==> src/rtl/hex_dump_sequencer_pkg.sv <==
// Shared constants and types for the hex dump sequencer.
// Latency: n/a (declarations only).
// Backpressure: n/a.
//
// Contents: ASCII character codes used on the transmit stream, the dump FSM
// state encoding and the default dump length.
package dump_pkg;

  localparam logic [7:0] ASCII_SP   = 8'h20;
  localparam logic [7:0] ASCII_CR   = 8'h0D;
  localparam logic [7:0] ASCII_LF   = 8'h0A;
  localparam logic [7:0] ASCII_ZERO = 8'h30;
  localparam logic [7:0] ASCII_A    = 8'h41;

  localparam int DUMP_LEN_DEFAULT = 16;

  typedef enum logic [2:0] {
    IDLE,
    READ,
    HI,
    LO,
    SEP,
    CR,
    LF
  } state_t;

endpackage

==> src/rtl/hex_dump_sequencer_nibble_to_ascii.sv <==
// Converts one 4-bit nibble into its uppercase ASCII hex digit.
// Latency: combinational, zero cycles.
// Backpressure: none.
//
// Ports:
//   nib  in  4  nibble value 0..15
//   chr  out 8  ASCII '0'..'9' or 'A'..'F'
module nibble_to_ascii
  import dump_pkg::*;
(
  input  logic [3:0] nib,
  output logic [7:0] chr
);

  always_comb begin
    if (nib < 4'd10) begin
      chr = ASCII_ZERO + {4'd0, nib};
    end else begin
      chr = ASCII_A + {4'd0, nib} - 8'd10;
    end
  end

endmodule

==> src/rtl/hex_dump_sequencer.sv <==
// Command-driven hex dump: a received byte is a start address, DUMP_LEN bytes are read and sent as "HH HH .. HH\r\n".
// Latency: rd_addr valid 1 cycle after rx_stb; first tx_start 2+RD_LAT cycles after rx_stb when the transmitter is idle.
// Backpressure: each character waits for tx_busy=0; commands arriving while a dump is active are dropped and flagged on overrun.
//
// Ports:
//   clk, rst          clock, synchronous active-high reset
//   rx_stb, rx_dat    received command strobe and byte (start address)
//   rd_addr, rd_data  byte read port; data valid RD_LAT cycles after the address
//   tx_dat, tx_start  character and one-cycle trigger to the shared transmitter
//   tx_busy           transmitter active
//   busy              dump in progress
//   overrun           one-cycle pulse when a command was dropped
module hex_dump_sequencer
  import dump_pkg::*;
#(
  parameter int AW       = 8,
  parameter int DUMP_LEN = DUMP_LEN_DEFAULT,
  parameter int RD_LAT   = 1
) (
  input  logic          clk,
  input  logic          rst,
  input  logic          rx_stb,
  input  logic [7:0]    rx_dat,
  output logic [AW-1:0] rd_addr,
  input  logic [7:0]    rd_data,
  output logic [7:0]    tx_dat,
  output logic          tx_start,
  input  logic          tx_busy,
  output logic          busy,
  output logic          overrun
);

  localparam logic [7:0] LAST_IDX = 8'(DUMP_LEN - 1);
  localparam logic [1:0] LAT      = 2'(RD_LAT);

  state_t     state;
  logic [7:0] byte_cnt;
  logic [1:0] lat_cnt;
  logic [7:0] hold;
  logic       tx_start_q;

  logic [7:0] hi_chr;
  logic [7:0] lo_chr;
  logic [7:0] send_chr;
  logic       send_st;

  nibble_to_ascii u_hi (
    .nib (hold[7:4]),
    .chr (hi_chr)
  );

  nibble_to_ascii u_lo (
    .nib (hold[3:0]),
    .chr (lo_chr)
  );

  // Character presented by each send state; zero outside the send states
  // so tx_dat rests at 0 while idle or reading.
  always_comb begin
    send_chr = 8'h00;
    send_st  = 1'b1;
    case (state)
      HI:      send_chr = hi_chr;
      LO:      send_chr = lo_chr;
      SEP:     send_chr = ASCII_SP;
      CR:      send_chr = ASCII_CR;
      LF:      send_chr = ASCII_LF;
      default: send_st  = 1'b0;
    endcase
  end

  // The trigger is decoded from registered state so the first character can
  // go out in the very cycle HI is entered. tx_start_q blanks the cycle right
  // after a pulse, when the transmitter may not have raised tx_busy yet.
  assign tx_start = send_st && !tx_busy && !tx_start_q && !rst;
  assign tx_dat   = send_chr;

  always_ff @(posedge clk) begin
    if (rst) begin
      state      <= IDLE;
      rd_addr    <= '0;
      byte_cnt   <= 8'd0;
      lat_cnt    <= 2'd0;
      hold       <= 8'd0;
      tx_start_q <= 1'b0;
      busy       <= 1'b0;
      overrun    <= 1'b0;
    end else begin
      tx_start_q <= tx_start;
      // Any command outside IDLE is dropped, including the LF-pulse cycle
      // where busy is about to fall.
      overrun    <= rx_stb && (state != IDLE);

      case (state)
        IDLE: begin
          if (rx_stb) begin
            rd_addr  <= AW'(rx_dat);
            byte_cnt <= 8'd0;
            lat_cnt  <= 2'd0;
            busy     <= 1'b1;
            state    <= READ;
          end
        end

        // lat_cnt counts cycles since rd_addr last changed; the data is
        // sampled exactly once, when it reaches the read latency.
        READ: begin
          if (lat_cnt == LAT) begin
            hold  <= rd_data;
            state <= HI;
          end else begin
            lat_cnt <= lat_cnt + 2'd1;
          end
        end

        HI: begin
          if (tx_start) state <= LO;
        end

        LO: begin
          if (tx_start) state <= (byte_cnt == LAST_IDX) ? CR : SEP;
        end

        SEP: begin
          if (tx_start) begin
            rd_addr  <= rd_addr + AW'(1);
            byte_cnt <= byte_cnt + 8'd1;
            lat_cnt  <= 2'd0;
            state    <= READ;
          end
        end

        CR: begin
          if (tx_start) state <= LF;
        end

        LF: begin
          if (tx_start) begin
            busy  <= 1'b0;
            state <= IDLE;
          end
        end

        default: state <= IDLE;
      endcase
    end
  end

endmodule

==> config.mk <==
export PLATFORM = sky130hd
export DESIGN_NAME = hex_dump_sequencer
export DESIGN_NICKNAME = d
export VERILOG_FILES = /design/src/rtl/hex_dump_sequencer_pkg.sv /design/src/rtl/hex_dump_sequencer_nibble_to_ascii.sv /design/src/rtl/hex_dump_sequencer.sv
export SDC_FILE = /design/constraint.sdc
export NUM_CORES = 1
export LEC_CHECK = 0
export ABC_AREA = 1
export BUFFER_PORTS_ARGS = -buffer_cell sky130_fd_sc_hd__buf_4
export CORE_MARGIN = 4
export CORE_UTILIZATION = 47
export DETAILED_ROUTE_END_ITERATION = 7
export PLACE_DENSITY = 0.76
export SLEW_MARGIN = 0
export SYNTH_ARGS = -nofsm -noshare
export SYNTH_HDL_FRONTEND = slang
export SYNTH_SLANG_ARGS = --single-unit
==> constraint.sdc <==
create_clock -name clk -period 1.9 [get_ports clk]
set_input_delay 0.38 -clock clk [delete_from_list [all_inputs] [get_ports clk]]
set_output_delay 0.38 -clock clk [all_outputs]
set_load 0.03 [all_outputs]
### Word-level counts from Yosys, hierarchy flattened

Index checks and enable logic that the tools add are counted.

* register bits: 32
* input port bits: 20
* output and inout port bits: 19
* logic and storage cells: 79

* $add $sub $neg: 9
* $lt $le $gt $ge: 2
* eq/ne operators: 16
* multiplexer cells: 26
* reductions and logical operators: 18

Operators with widths (count)
* $mux W8: 6
* $pmux W8 S5: 1
* $pmux W8 S2: 2
* $mux W3: 7
* $pmux W3 S7: 1
* $add A7 B4 Y8 const A: 2
* $add A8 B1 Y8 const B: 2
* $ne A2 B2 Y1 const B: 8
* $sub A8 B4 Y8 const B: 2
* $add A6 B4 Y7 const A: 2
* $eq A3 B3 Y1 const B: 3
* $eq A8 B4 Y1 const B: 1
* $lt A4 B4 Y1 const B: 2
* $reduce_and A7 Y1: 1
* $eq A3 B2 Y1 const B: 2
* $mux W2: 3
* $pmux W2 S3: 1
* $reduce_and A3 Y1: 2
* $reduce_bool A3 Y1: 2
* $reduce_or A5 Y1: 1
* $logic_and A1 B1 Y1: 4
* $mux W1: 4
* $reduce_and A4 Y1: 1
* $reduce_bool A2 Y1: 2
* other kinds (7): 9

### Depth between registers and ports, before layout

Gate-level depths: netlist of the first run.

* word-level depth: 8
* gate-level depth with buffers: 10
* gate-level depth less buffers: 9

### By module

From an unflattened synthesis of the first run, not the netlist that was laid out.

* cells, all modules: 305
* area, all modules: 2005.7 µm²

Modules (own cells, without submodules)
* hex_dump_sequencer: times used 1, cells each 255, area each 1757.9 µm², seq. area each 640.6 µm²
* nibble_to_ascii: times used 2, cells each 25, area each 123.9 µm², seq. area each 0.0 µm²

### Worst setup path after synthesis of the first run

OpenSTA, ideal clock, no wires.

* path type: reg2out
* from: register state[1]
* to: output port tx_dat[4]
* data arrival time: 1.598 ns
* path slack: -0.078 ns
* cell stages (with the launch flop): 5
* path through: dfxtp_1 nand2_1 nor2_1 inv_1 o21ai_0

* longest elaborated chain between the ends: 2

Ends and longest elaborated chain
* start, declared: RTL line hex_dump_sequencer.sv:36 `state_t state;`
* start signal, assigned: RTL line hex_dump_sequencer.sv:121 `if (tx_start) state <= (byte_cnt == LAST_IDX) ? CR : SEP;`
* $eq A3 B3 Y1 or $eq A3 B2 Y1 (tied branches): RTL line hex_dump_sequencer.sv:62 `case (state)`
* $pmux W8 S5 *: RTL line hex_dump_sequencer.sv:62
* end, declared: RTL line hex_dump_sequencer.sv:26 `output logic [7:0] tx_dat,`

Mark *: on every way between the ends. The rest lies on a longest branch, timed or not.

### Final worst setup path of the first run

* from: register state[0]
* to: output port tx_dat[3]

The elaborated chain is that of the path after synthesis.

==> results of run 1 <==
-- cell families (layout without fill, tap and decap cells) --
group                      count (synthesis)  count (layout)  share of synthesized area
and+or+nand+nor                          156             156                      0.347
AOI/OAI and AO/OA                         58              58                      0.162
buffers and inverters                     49              93                      0.108
DFF                                       32              32                      0.338
adders and majority gates                  5               5                     0.0330
xor gates and xnor gates                   2               2                    0.00925
other                                      1               1                    0.00198
-- metal layers --
metal / track usage / up-vias / part of all wire
li1: - / 1070 / -
met1: 0.237 / 920 / 0.45
met2: 0.311 / 56 / 0.47
met3: 0.0505 / 7 / 0.064
met4: 0.0501 / 0 / 0.016
met5: 0 / - / 0
-- cell usage in the layout, fill, tap and decap left out --
| master | n |
|---|---|
| a21oi_1 | 22 |
| a21oi_4 | 1 |
| a221oi_1 | 1 |
| a31oi_1 | 1 |
| buf_4 | 46 |
| buf_6 | 1 |
| clkbuf_1 | 1 |
| clkbuf_8 | 5 |
| clkinv_2 | 1 |
| conb_1 | 1 |
| dfxtp_1 | 24 |
| dfxtp_2 | 7 |
| dfxtp_4 | 1 |
| ha_1 | 3 |
| ha_2 | 1 |
| ha_4 | 1 |
| inv_1 | 37 |
| inv_2 | 2 |
| nand2_1 | 72 |
| nand2_2 | 1 |
| nand3_1 | 20 |
| nand3_4 | 1 |
| nand3b_1 | 1 |
| nand4_1 | 7 |
| nor2_1 | 41 |
| nor2_2 | 1 |
| nor2_4 | 1 |
| nor3_1 | 9 |
| nor3_2 | 1 |
| o211ai_1 | 1 |
| o21ai_0 | 22 |
| o21ai_1 | 5 |
| o21ai_2 | 2 |
| o21bai_1 | 1 |
| o221ai_1 | 2 |
| or2_2 | 1 |
| xor2_1 | 2 |
-- worst paths after layout --
check | to | depth (start not counted) | start
worst max-delay path | tx_dat[3] | 6 | state[0]
worst min-delay path | rd_addr[7] | 2 | rst
worst max register to register | rd_addr[6] | 8 | state[1]
worst min register to register | lat_cnt[1] | 2 | lat_cnt[1]
-- area by class of cell --
| type | instances | area, µm² |
|---|---|---|
| clock buffers | 6 | 72.6 |
| clock inverters | 1 | 5.00 |
| fillers | 365 | 1370 |
| inverters | 39 | 146 |
| multi-input cells | 222 | 1100 |
| flip-flops and latches | 32 | 653 |
| well taps | 48 | 60.1 |
| repair buffers | 47 | 357 |
-- synth_stat cells (all sizes together) --
| library cell | count |
|---|---|
| ha | 5 |
| o21ai | 29 |
| nand3 | 21 |
| a221oi | 1 |
| o21bai | 1 |
| nand3b | 1 |
| conb | 1 |
| buf | 9 |
| nand4 | 7 |
| nor2 | 43 |
| dfxtp | 32 |
| nor3 | 10 |
| a31oi | 1 |
| o211ai | 1 |
| nand2 | 73 |
| inv | 39 |
| a21oi | 23 |
| or2 | 1 |
| clkbuf | 1 |
| o221ai | 2 |
| xor2 | 2 |
-- sequential cells by signal, indices dropped and copies added, names as in the netlist --
| signal | count |
|---|---|
| busy | 1 |
| byte_cnt | 8 |
| hold | 8 |
| lat_cnt | 2 |
| overrun | 1 |
| rd_addr | 8 |
| state | 3 |
| tx_start_q | 1 |
-- power by group --
group,internal [mW],switching [mW]
sequential,0.830,0.156
clock,0.249,0.253
combinational,0.577,1.05
-- worst max-delay path: cells and delay by family (launching register included) --
kind | cells | cell delay [ns]
compound gates | 1 | 0.09
buf+inv | 2 | 0.36
flops | 1 | 0.41
simple gates | 3 | 0.32
-- metrics by stage --
stage                     setup WS (ns)   util  TNS, ns  hold WS, ns
after floorplan                  0.0658      -        0        0.454
after global placement            0.272  0.593        0        0.474
after detailed placement          0.234  0.593        0        0.477
after CTS                       0.00264  0.616        0        0.333
after global routing            -0.0273  0.636  -0.0273        0.335
final                            0.0502  0.636        0        0.334
-- repair_timing --
item                       CTS  global route
buffers inserted             0             2
resized for setup            6            20
setup endpoints to repair    6             7
pin swaps                    0             6
==> results.md, run 1 <==
* Crit Path Max Fanout at 6
* Post-synthesis register bit count at 32
* GRT overflow at 0
* Placed cell count at slightly below 400
* Fin area at ~0.0024 mm²
* # clock sinks at 32
* Number of port buffers at 37
* Clock latency on the worst-skew pair at 0.29 ns
* Post-route DRC at 0
* I/O pins at 39
* Leakage at about 1.1 nW
* Maximum level of the CTS H-tree at 2
* Register area share after synthesis at 0.338
* Via density at 5.20
* Most common cell on crit path: buf_4
* Syn_nets at around 330
* Crit path DAT at about 1.5 ns
* Share of layout cells above drive strength 1 at 0.213
* Startpoint types: flop
* Fin nets at about 370
* Leading area contributor after synthesis: dfxtp_1
* Post-Synthesis Mean Instance Area at ~6.3 µm²
* Slowest stage delay, CP at roughly 0.41 ns
* Ys Warns at 0
* Placed instance area at 0.00223 mm²
* Final hold vios at 0
* CTS tree: yes
* Critical path class: reg -> out
* Cell Rows at 22
* DIE HEIGHT at just over 70 µm
* Max Slew Vio Count at 0
* Hold WC Path Type: in -> reg
* Worst-path clk slew at 0.07 ns
* Ant diodes at 0
* Final setup violation count at 0
* Initial antenna violation count at 0
* Crit. End Element: primary output
* DR pass1 iterations at 4
* Routed wire length at ~5000 µm
* Worst R2R Setup Slack at about 0.36 ns
* Routed len/inst at 12.3 µm
* Fmax at approximately 540 MHz
* Largest net degree at the start of global routing at 19
* Area Growth Syn to Fin at 26.6%
* Status: finished, final reports clean
* Post-synth cell types at 26
* Clock root buffer: clkbuf_8
* Pwr/cell area at 1300 mW/mm²
* Vias at approximately 2k
* Top cells by area, synth: dfxtp_1, nand2_1, nor2_1
* Initial Utilization at 0.502
* Global-route wire length before repair at between 7000 and 8000 µm
* Peak supply drop at 0.599 mV
* Core ar. at 0.00377 mm²
* CTS Buf Count at 5
* DR iter-0 viols at about 120
* Area share of the largest cell type after synthesis at 0.338
* Post-DP HPWL at between 3000 and 4000 µm
* Total track usage at 0.186
* Post-CTS Hold Buffers at 0
* Period minus WS final at 1.85 ns
* Die X at 71.5 µm
* GPL Wtd Cong at ~0.87
* CP max-delay cell: dfxtp_2
* Period utilization at 0.974
* Antenna viol nets, final at 0
* Vias in the first global route at between 1.5k and 2k
* Tot Pwr at about 3.1 mW
* Worst Skew at between 0.01 and 0.015 ns
* Synth Instances at about 300
* Post-Layout Cell Count at 395
* Max_cap viols at 0
* CTS max path bufs at 2
* Die Footprint at 0.00511 mm²
* WP data required at about 1.5 ns
* Mapped Area at about 0.0019 mm²
* Crit path cell chain: nand2_1 -> nor2_1 -> buf_4 -> nand3_1 -> o221ai_1 -> buf_4
No activity file was read; power rests on OpenSTA's default activity.
==> run 2, diff against run 1 <==
--- a/config.mk
+++ b/config.mk
@@ -14,4 +14,5 @@
 export SLEW_MARGIN = 0
 export SYNTH_ARGS = -nofsm -noshare
 export SYNTH_HDL_FRONTEND = slang
+export SYNTH_HIERARCHICAL = 1
 export SYNTH_SLANG_ARGS = --single-unit
==> constraint.sdc (replaced) <==
create_clock -name clk -period 1.9 [get_ports clk]
set_input_delay 0.095 -clock clk [delete_from_list [all_inputs] [get_ports clk]]
set_output_delay 0.095 -clock clk [all_outputs]
set_load 0.03 [all_outputs]
==> run 2 against run 1 <==
Compared with the run above:
- utilization shrank 3.9 points
- design area grew 0.99%
- highest routed layer unchanged
- sequential power is essentially flat
- largest cell class unchanged
- clock power grew 28%
- total power grew 4.8%
==> results.md, run 2 <==
* Max Slew Vio Count at 0 (unchanged)
* Post-synthesis register bit count at 32 (unchanged)
* Clock root buffer: clkbuf_8
* Post-CTS Hold Buffers at 1 (+1)
* Routed len/inst at 11.5 µm (-6.2%)
* Crit Path Max Fanout at 5 (-1)
* Int Pwr at 1.77 mW (+7.0%)
* R2r endpoint: byte_cnt[6]
* Vias at 2005 (-2.3%)
* Worst R2R Start: state[0]
* Setup TNS at 0 ns (unchanged)
* CP max-delay cell: dfxtp_1
* Mapped Area at 0.00201 mm² (+5.9%)
* Area of the multi-input gates at 0.00117 mm² (+5.7%)
* Simple-gate share of the synthesized area at 0.377 (+0.0300)
* Switch Pwr at 1.49 mW (+2.3%)
* Top cells by area, synth: dfxtp_1, nand2_1, nor2_1
* Share of layout cells above drive strength 1 at 0.229 (+0.0157)
* Slowest stage delay, CP at 0.41 ns (about the same)
* Logic pwr share at 0.493 (-0.029)
* Fill cell count at 362 (-0.82%)
* Worst Skew at 0.00776 ns (-0.00430 ns)
* Via density at 5.08 (-2.3%)
* GRT overflow at 0 (unchanged)
* Placed instance area at 0.00230 mm² (+3.1%)
* Post-Layout Cell Count at 395 (unchanged)
* CTS tree: yes
* Reg2Reg Depth at 8 (unchanged)
* Unrepaired setup endpoints after global routing: false
* Period minus WS final at 1.75 ns (-0.101 ns)
* Placed cell count at 386 (unchanged)
* Fin nets at 369 (-0.81%)
* # clock sinks at 32 (unchanged)
* Maximum level of the CTS H-tree at 2 (unchanged)
* Clock latency on the worst-skew pair at 0.29 ns (about the same)
* Post-route DRC at 0 (unchanged)
* Post-CTS sizing at 0 (-6)
* Die X at 73.3 µm (+2.6%)
* Hold WC Path Type: in -> reg
* Register area share after synthesis at 0.319 (-0.0188)
* Status: finished, final reports clean
* Fin area at 0.00242 mm² (+0.99%)
* Leading area contributor after synthesis: dfxtp_1
* Number of port buffers at 37 (unchanged)
* CTS max path bufs at 2 (unchanged)
* Commonest non-fill, non-tap cell in the layout: nand2_1
* Startpoint types: flop
* Area Growth Syn to Fin at 20.7%
* Ys Warns at 6 (+6)
* Post-CTS Setup Bufs at 0 (unchanged)
* Initial Utilization at 0.494 (-0.00803)
* Most frequent cells in the layout: nand2_1, nor2_1, buf_4, dfxtp_1, inv_1
* Die Footprint at 0.00538 mm² (+5.2%)
* Main combinational cell family by area after synthesis: simple AND/OR/NAND/NOR gates
* Fmax at 572 MHz (+5.8%)
* Primary FF master, synth: dfxtp_1
* Buf/Inv on CP at 4 (+2)
* Critical path class: reg -> out
* Synth cell count leaders: nand2_1, nor2_1, dfxtp_1
* Adder-cell share of the synthesized area at 0.0312 (-0.00183)
* Vias in the first global route at 1754 (-2.4%)
* Cell Rows at 23 (+4.5%)
* WP data required at 1.80 ns (+0.28 ns)
* Peak supply drop at 0.782 mV (+31%)
* Clk pwr share at 0.197 (+0.036)
* Crit path cell chain: inv_1 -> ha_1 -> inv_1 -> nor2_1 -> nor2_2 -> inv_1 -> a22o_1 -> buf_4
* Crit path DAT at 1.65 ns (+0.18 ns)
* Final setup violation count at 0 (unchanged)
* Largest net degree at the start of global routing at 23 (+4)
* Synth Instances at 305 (+0.66%)
* Reg area at 641 µm² (-1.9%)
* Core ar. at 0.00406 mm² (+7.6%)
* Post-synthesis mux area share at 0 (unchanged)
* Post-synthesis xor/xnor area fraction at 0.00873 (-0.000513)
* DR iter-0 viols at 169 (+39%)
* Reg power frac at 0.310 (-0.006)
* Pwr/cell area at 1350 mW/mm² (+3.8%)
* Compound-Gate Fraction of Synth Area at 0.160 (-0.00216)
* End of the worst hold path: hold[1]
* DR pass1 iterations at 4 (unchanged)
* Final hold vios at 0 (unchanged)
* Antenna viol nets, final at 0 (unchanged)
* CTS Buf Count at 5 (unchanged)
* Synth async-reset ratio at 0 (unchanged)
* Tot Pwr at 3.26 mW (+4.8%)
* Routed wire length at 4560 µm (-6.2%)
* Worst hold margin at 0.0308 ns (-0.303 ns)
* Count leader, synth: nand2_1
* Biggest registers after layout: byte_cnt (8), hold (8), rd_addr (8)
* DIE HEIGHT at 73.3 µm (+2.6%)
* EDFF count, synth at 0 (unchanged)
* Worst R2R Setup Slack at 0.29 ns (-0.07 ns)
* Period utilization at 0.920 (-0.0533)
* Max_cap viols at 0 (unchanged)
* Post-synth cell types at 36 (+38%)
* Min-Delay Startpoint: rd_data[1]
* Hold Path Cell Cnt at 3 (+1)
* Area share of the largest cell type after synthesis at 0.319 (-0.0188)
* Final core occ at 0.597 (-0.0390)
* Crit. End Element: primary output
* Initial antenna violation count at 0 (unchanged)
* I/O pins at 39 (unchanged)
* Ant diodes at 0 (unchanged)
* Global-route wire length before repair at 7640 µm (-0.81%)
* Cell family with most CP delay: flip-flops
* Setup slack after placement at 0.307 ns (+0.0739 ns)
* Leakage at 1.17 nW (+8.3%)
* Syn_nets at 330 (+0.61%)
* Post-Synthesis Mean Instance Area at 6.58 µm² (+5.2%)
* Most common cell on crit path: inv_1
* GPL Wtd Cong at 0.841 (-2.8%)
* Total track usage at 0.182 (-0.00494)
* Worst-path clk slew at 0.07 ns (about the same)
* Sw frac at 0.457 (-0.0111)
* Post-DP HPWL at 3430 µm (-3.1%)
* Fin worst setup slack at 0.151 ns (+0.101 ns)
==> run 2: area by class of cell <==
class                      instances  share of cell area
inverter                          37              0.0584
timing repair buffer              40               0.125
sequential                        32               0.265
multi-input combinational        228               0.482
tap                               50              0.0258
clock buffer                       6              0.0300
clock inverter                     2              0.0145
==> run 2: cell families (layout without fill, tap and decap cells) <==
group / after synthesis / count (layout)
adder cells (fa/ha/maj): 5 / 5
buffers and inverters: 45 / 85
AO/OA/AOI/OAI: 52 / 52
other: 2 / 2
AND/OR/NAND/NOR: 167 / 167
flip-flops: 32 / 32
XOR/XNOR: 2 / 2
==> run 2: power by group through the flow <==
| stage | registers, mW | clock network, mW | logic, mW |
|---|---|---|---|
| detailed placement | 1.02 | 0 | 1.61 |
| finish | 1.01 | 0.643 | 1.61 |
| global route | 1.04 | 0.689 | 1.81 |
| CTS | 1.01 | 0.661 | 1.61 |
| floorplan | 1.12 | 0 | 1.12 |
| global placement | 1.02 | 0 | 1.59 |
==> run 2: worst max-delay path by stage <==
| stage | start | end | slack, ns | depth (start not counted) |
|---|---|---|---|---|
| 2_1_floorplan | rd_addr[0] | rd_addr[6] | 0.48 | 9 |
| 3_3_place_gp | state[0] | byte_cnt[6] | 0.38 | 8 |
| 3_5_place_dp | state[0] | byte_cnt[6] | 0.31 | 8 |
| 4_1_cts | hold[5] | tx_dat[4] | 0.15 | 8 |
| 5_1_grt | hold[5] | tx_dat[4] | 0.04 | 8 |
| 6_report | hold[5] | tx_dat[4] | 0.15 | 8 |
==> run 2: worst register-to-register path, cell delays in order, from the launching register on <==
cell and delay [ns]:
dfxtp_1 0.38, inv_2 0.13, nand2_2 0.10, nor2_2 0.16, nand2_2 0.09, nand2_2 0.32, nand2_1 0.12, xor2_1 0.15
nor2_1 0.05
==> run 2: layer usage <==
metal | vias to the layer above | wire (µm) | track usage
met5 | - | 0 | 0
met3 | 2 | 247 | 0.0465
li1 | 1060 | - | -
met1 | 879 | 2270 | 0.255
met4 | 0 | 17 | 0.0724
met2 | 64 | 2030 | 0.264
==> run 3, diff against run 2 <==
--- a/config.mk
+++ b/config.mk
@@ -5,13 +5,12 @@
 export SDC_FILE = /design/constraint.sdc
 export NUM_CORES = 1
 export LEC_CHECK = 0
-export ABC_AREA = 1
 export BUFFER_PORTS_ARGS = -buffer_cell sky130_fd_sc_hd__buf_4
 export CORE_MARGIN = 4
 export CORE_UTILIZATION = 47
 export DETAILED_ROUTE_END_ITERATION = 7
 export PLACE_DENSITY = 0.76
-export SLEW_MARGIN = 0
+export SLEW_MARGIN = 15
 export SYNTH_ARGS = -nofsm -noshare
 export SYNTH_HDL_FRONTEND = slang
 export SYNTH_HIERARCHICAL = 1
==> constraint.sdc (replaced) <==
create_clock -name clk -period 2.1 [get_ports clk]
set_input_delay 0.105 -clock clk [delete_from_list [all_inputs] [get_ports clk]]
set_output_delay 0.105 -clock clk [all_outputs]
set_load 0.03 [all_outputs]
==> run 3 against run 2 <==
Compared with the run above:
- sequential power down 18%
- area after synthesis decreased by 0.31%
- flip-flop and latch count did not move
- critical path depth decreased by 3
- critical path type unchanged
- largest cell class unchanged
- highest routed layer unchanged
==> results.md, run 3 <==
* Post-CTS Setup Bufs at 0 (unchanged)
* Hold WC Path Type: in -> reg
* Startpoint types: flop
* Die Footprint at 0.00536 mm² (-0.27%)
* Fmax at between 500 and 600 MHz
* Period utilization at 0.913
* Critical path class: reg -> out
* Fin area at 0.00238 mm² (-1.8%)
* Min-Delay Startpoint: rd_data[2]
* DIE HEIGHT at 73.2 µm (-0.14%)
* Crit Path Max Fanout at 13 (+8)
* Peak supply drop at 0.588 mV (-25%)
* Antenna viol nets, final at 0 (unchanged)
* Routed wire length at 4880 µm (+6.9%)
* Synth async-reset ratio at 0 (unchanged)
* Clock root buffer: clkbuf_8
* Vias in the first global route at 1732 (-1.3%)
* Unrepaired setup endpoints after global routing: false
* CTS max path bufs at 2 (unchanged)
* Routed len/inst at 14.7 µm (+28%)
* Post-route DRC at 0 (unchanged)
* # clock sinks at 32 (unchanged)
* Share of layout cells above drive strength 1 at 0.214 (-0.0155)
* Post-synth cell types at 56 (+56%)
* Slowest stage delay, CP at 0.46 ns (+0.05 ns)
* Slew @ Worst Pin at around 0.58 ns
* Reg2Reg Depth at 4 (-4)
* Synth Instances at 250 (-18%)
* Biggest registers after layout: byte_cnt (8), hold (8), rd_addr (8)
* Ant diodes at 0 (unchanged)
* Leading area contributor after synthesis: dfxtp_1
* Total track usage at 0.188 (+0.00653)
* Final hold vios at 0 (unchanged)
* Register area share after synthesis at 0.320 (+0.000999)
* Setup slack after placement at 0.256 ns (-0.0517 ns)
* GRT overflow at 0 (unchanged)
* Core ar. at 0.00406 mm² (unchanged)
* Most frequent cells in the layout: buf_4, dfxtp_1, a21oi_1, nor2_1, nand2_1
* Final core occ at 0.586 (-0.0108)
* Worst Skew at 0.00434 ns (-0.00342 ns)
* Cell Rows at 23 (unchanged)
* Pwr/cell area at 1040 mW/mm² (-23%)
* Post-CTS sizing at 0 (unchanged)
* Count leader, synth: dfxtp_1
* Worst setup startpoint: state[1]
* Area Growth Syn to Fin at 18.9%
* Worst-path clk slew at 0.07 ns (about the same)
* DR pass1 iterations at 6 (+2)
* Max Slew Vio Count at 0 (unchanged)
* Via density at 5.73 (+13%)
* I/O pins at 39 (unchanged)
* Number of port buffers at 37 (unchanged)
* Vias at 1896 (-5.4%)
* Initial Utilization at 0.493 (-0.00154)
* Die X at 73.2 µm (-0.14%)
* Crit path DAT at 1.81 ns (+0.16 ns)
* Post-DP HPWL at 3540 µm (+3.5%)
* Mapped Area at 0.00200 mm² (-0.31%)
* WP data required at 2.00 ns (+0.20 ns)
* Ys Warns at 6 (unchanged)
* Top cells by area, synth: dfxtp_1, a21oi_1, mux2i_1
* Period minus WS final at ~1.9 ns
* Post-synthesis register bit count at 32 (unchanged)
* CP max-delay cell: dfxtp_2
* Area share of the largest cell type after synthesis at 0.320 (+0.000999)
* Crit path cell chain: buf_4 -> nor2b_1 -> a21oi_1 -> a21oi_1 -> buf_4
* Clock latency on the worst-skew pair at 0.28 ns (about the same)
* Status: finished, final reports clean
* CTS tree: yes
* Worst setup path endpoint: tx_dat[5]
* Max_cap viols at 0 (unchanged)
* Setup TNS at 0 ns (unchanged)
* Final setup violation count at 0 (unchanged)
* Slew headroom at 0.611
* Leakage at 0.890 nW (-24%)
* Fin worst setup slack at 0.183 ns (+0.0319 ns)
* Crit. End Element: primary output
* Post-Synthesis Mean Instance Area at 8.00 µm² (+22%)
* Global-route wire length before repair at 7880 µm (+3.2%)
* Commonest non-fill, non-tap cell in the layout: buf_4
* EDFF count, synth at 0 (unchanged)
* GPL Wtd Cong at 0.869 (+3.4%)
* CTS Buf Count at 5 (unchanged)
* Largest net degree at the start of global routing at 32 (+39%)
* Synth cell count leaders: dfxtp_1, a21oi_1, nor2_1
* Post-CTS Hold Buffers at 0 (-1)
* Maximum level of the CTS H-tree at 2 (unchanged)
* Worst R2R Start: state[0]
* Placed instance area at 0.00228 mm² (-1.0%)
* Initial antenna violation count at 0 (unchanged)
* Syn_nets at 275 (-17%)
* DR iter-0 viols at 95 (-44%)
* Worst hold margin at 0.0573 ns (+0.0265 ns)
* Primary FF master, synth: dfxtp_1
* R2r endpoint: byte_cnt[7]
* Fin nets at 306 (-17%)
* Worst R2R Setup Slack at 0.26 ns (-0.03 ns)
==> run 3: routing by layer <==
| layer | part of all wire | global-route usage | up-vias | wire length, µm |
|---|---|---|---|---|
| li1 | - | - | 959 | - |
| met1 | 0.48 | 0.253 | 883 | 2360 |
| met2 | 0.46 | 0.294 | 49 | 2270 |
| met3 | 0.042 | 0.0537 | 5 | 205 |
| met4 | 0.0088 | 0.0492 | 0 | 43 |
| met5 | 0 | 0 | - | 0 |
==> run 3: worst min-delay path by stage <==
stage / to / slack (ns) / cells past startpoint
after floorplan: hold[0] / 0.25 / 2
after global placement: hold[0] / 0.35 / 3
after detailed placement: hold[4] / 0.35 / 3
after CTS: hold[2] / 0.06 / 3
after global routing: hold[5] / 0.06 / 3
final: hold[2] / 0.06 / 3
==> run 3: where the power goes <==
group	internal, mW	total, mW	switching, mW
Clock	0.292	0.516	0.224
Combinational	0.429	1.12	0.691
Sequential	0.705	0.828	0.124
==> run 3: final cells by class <==
cell class | instances | area, µm²
repair buffers | 42 | 315
multi-input cells | 190 | 1220
well taps | 50 | 62.6
inverters | 10 | 37.5
clock buffers | 7 | 96.3
fillers | 387 | 1680
flip-flops and latches | 32 | 642
==> run 3: stage by stage <==
step	total power [mW]	instances
2_1_floorplan	1.63	250
3_3_place_gp	1.92	324
3_5_place_dp	1.95	324
4_1_cts	2.47	331
5_1_grt	2.63	331
6_report	2.46	331
==> run 3: kinds of logic after synthesis <==
kind of cell	share of synthesized area
AND/OR/NAND/NOR	0.258
AO/OA/AOI/OAI	0.230
flip-flops	0.320
buffers and inverters	0.0676
multiplexers	0.0713
adder cells (fa/ha/maj)	0.0313
XOR/XNOR	0.0175
other	0.00376
==> run 3: worst max-delay path: cells and delay by family (launching register included) <==
family / cells / cell delay, ns
DFF: 1 / 0.46
buffers and inverters: 2 / 0.39
and+or+nand+nor: 1 / 0.34
AOI/OAI and AO/OA: 2 / 0.33
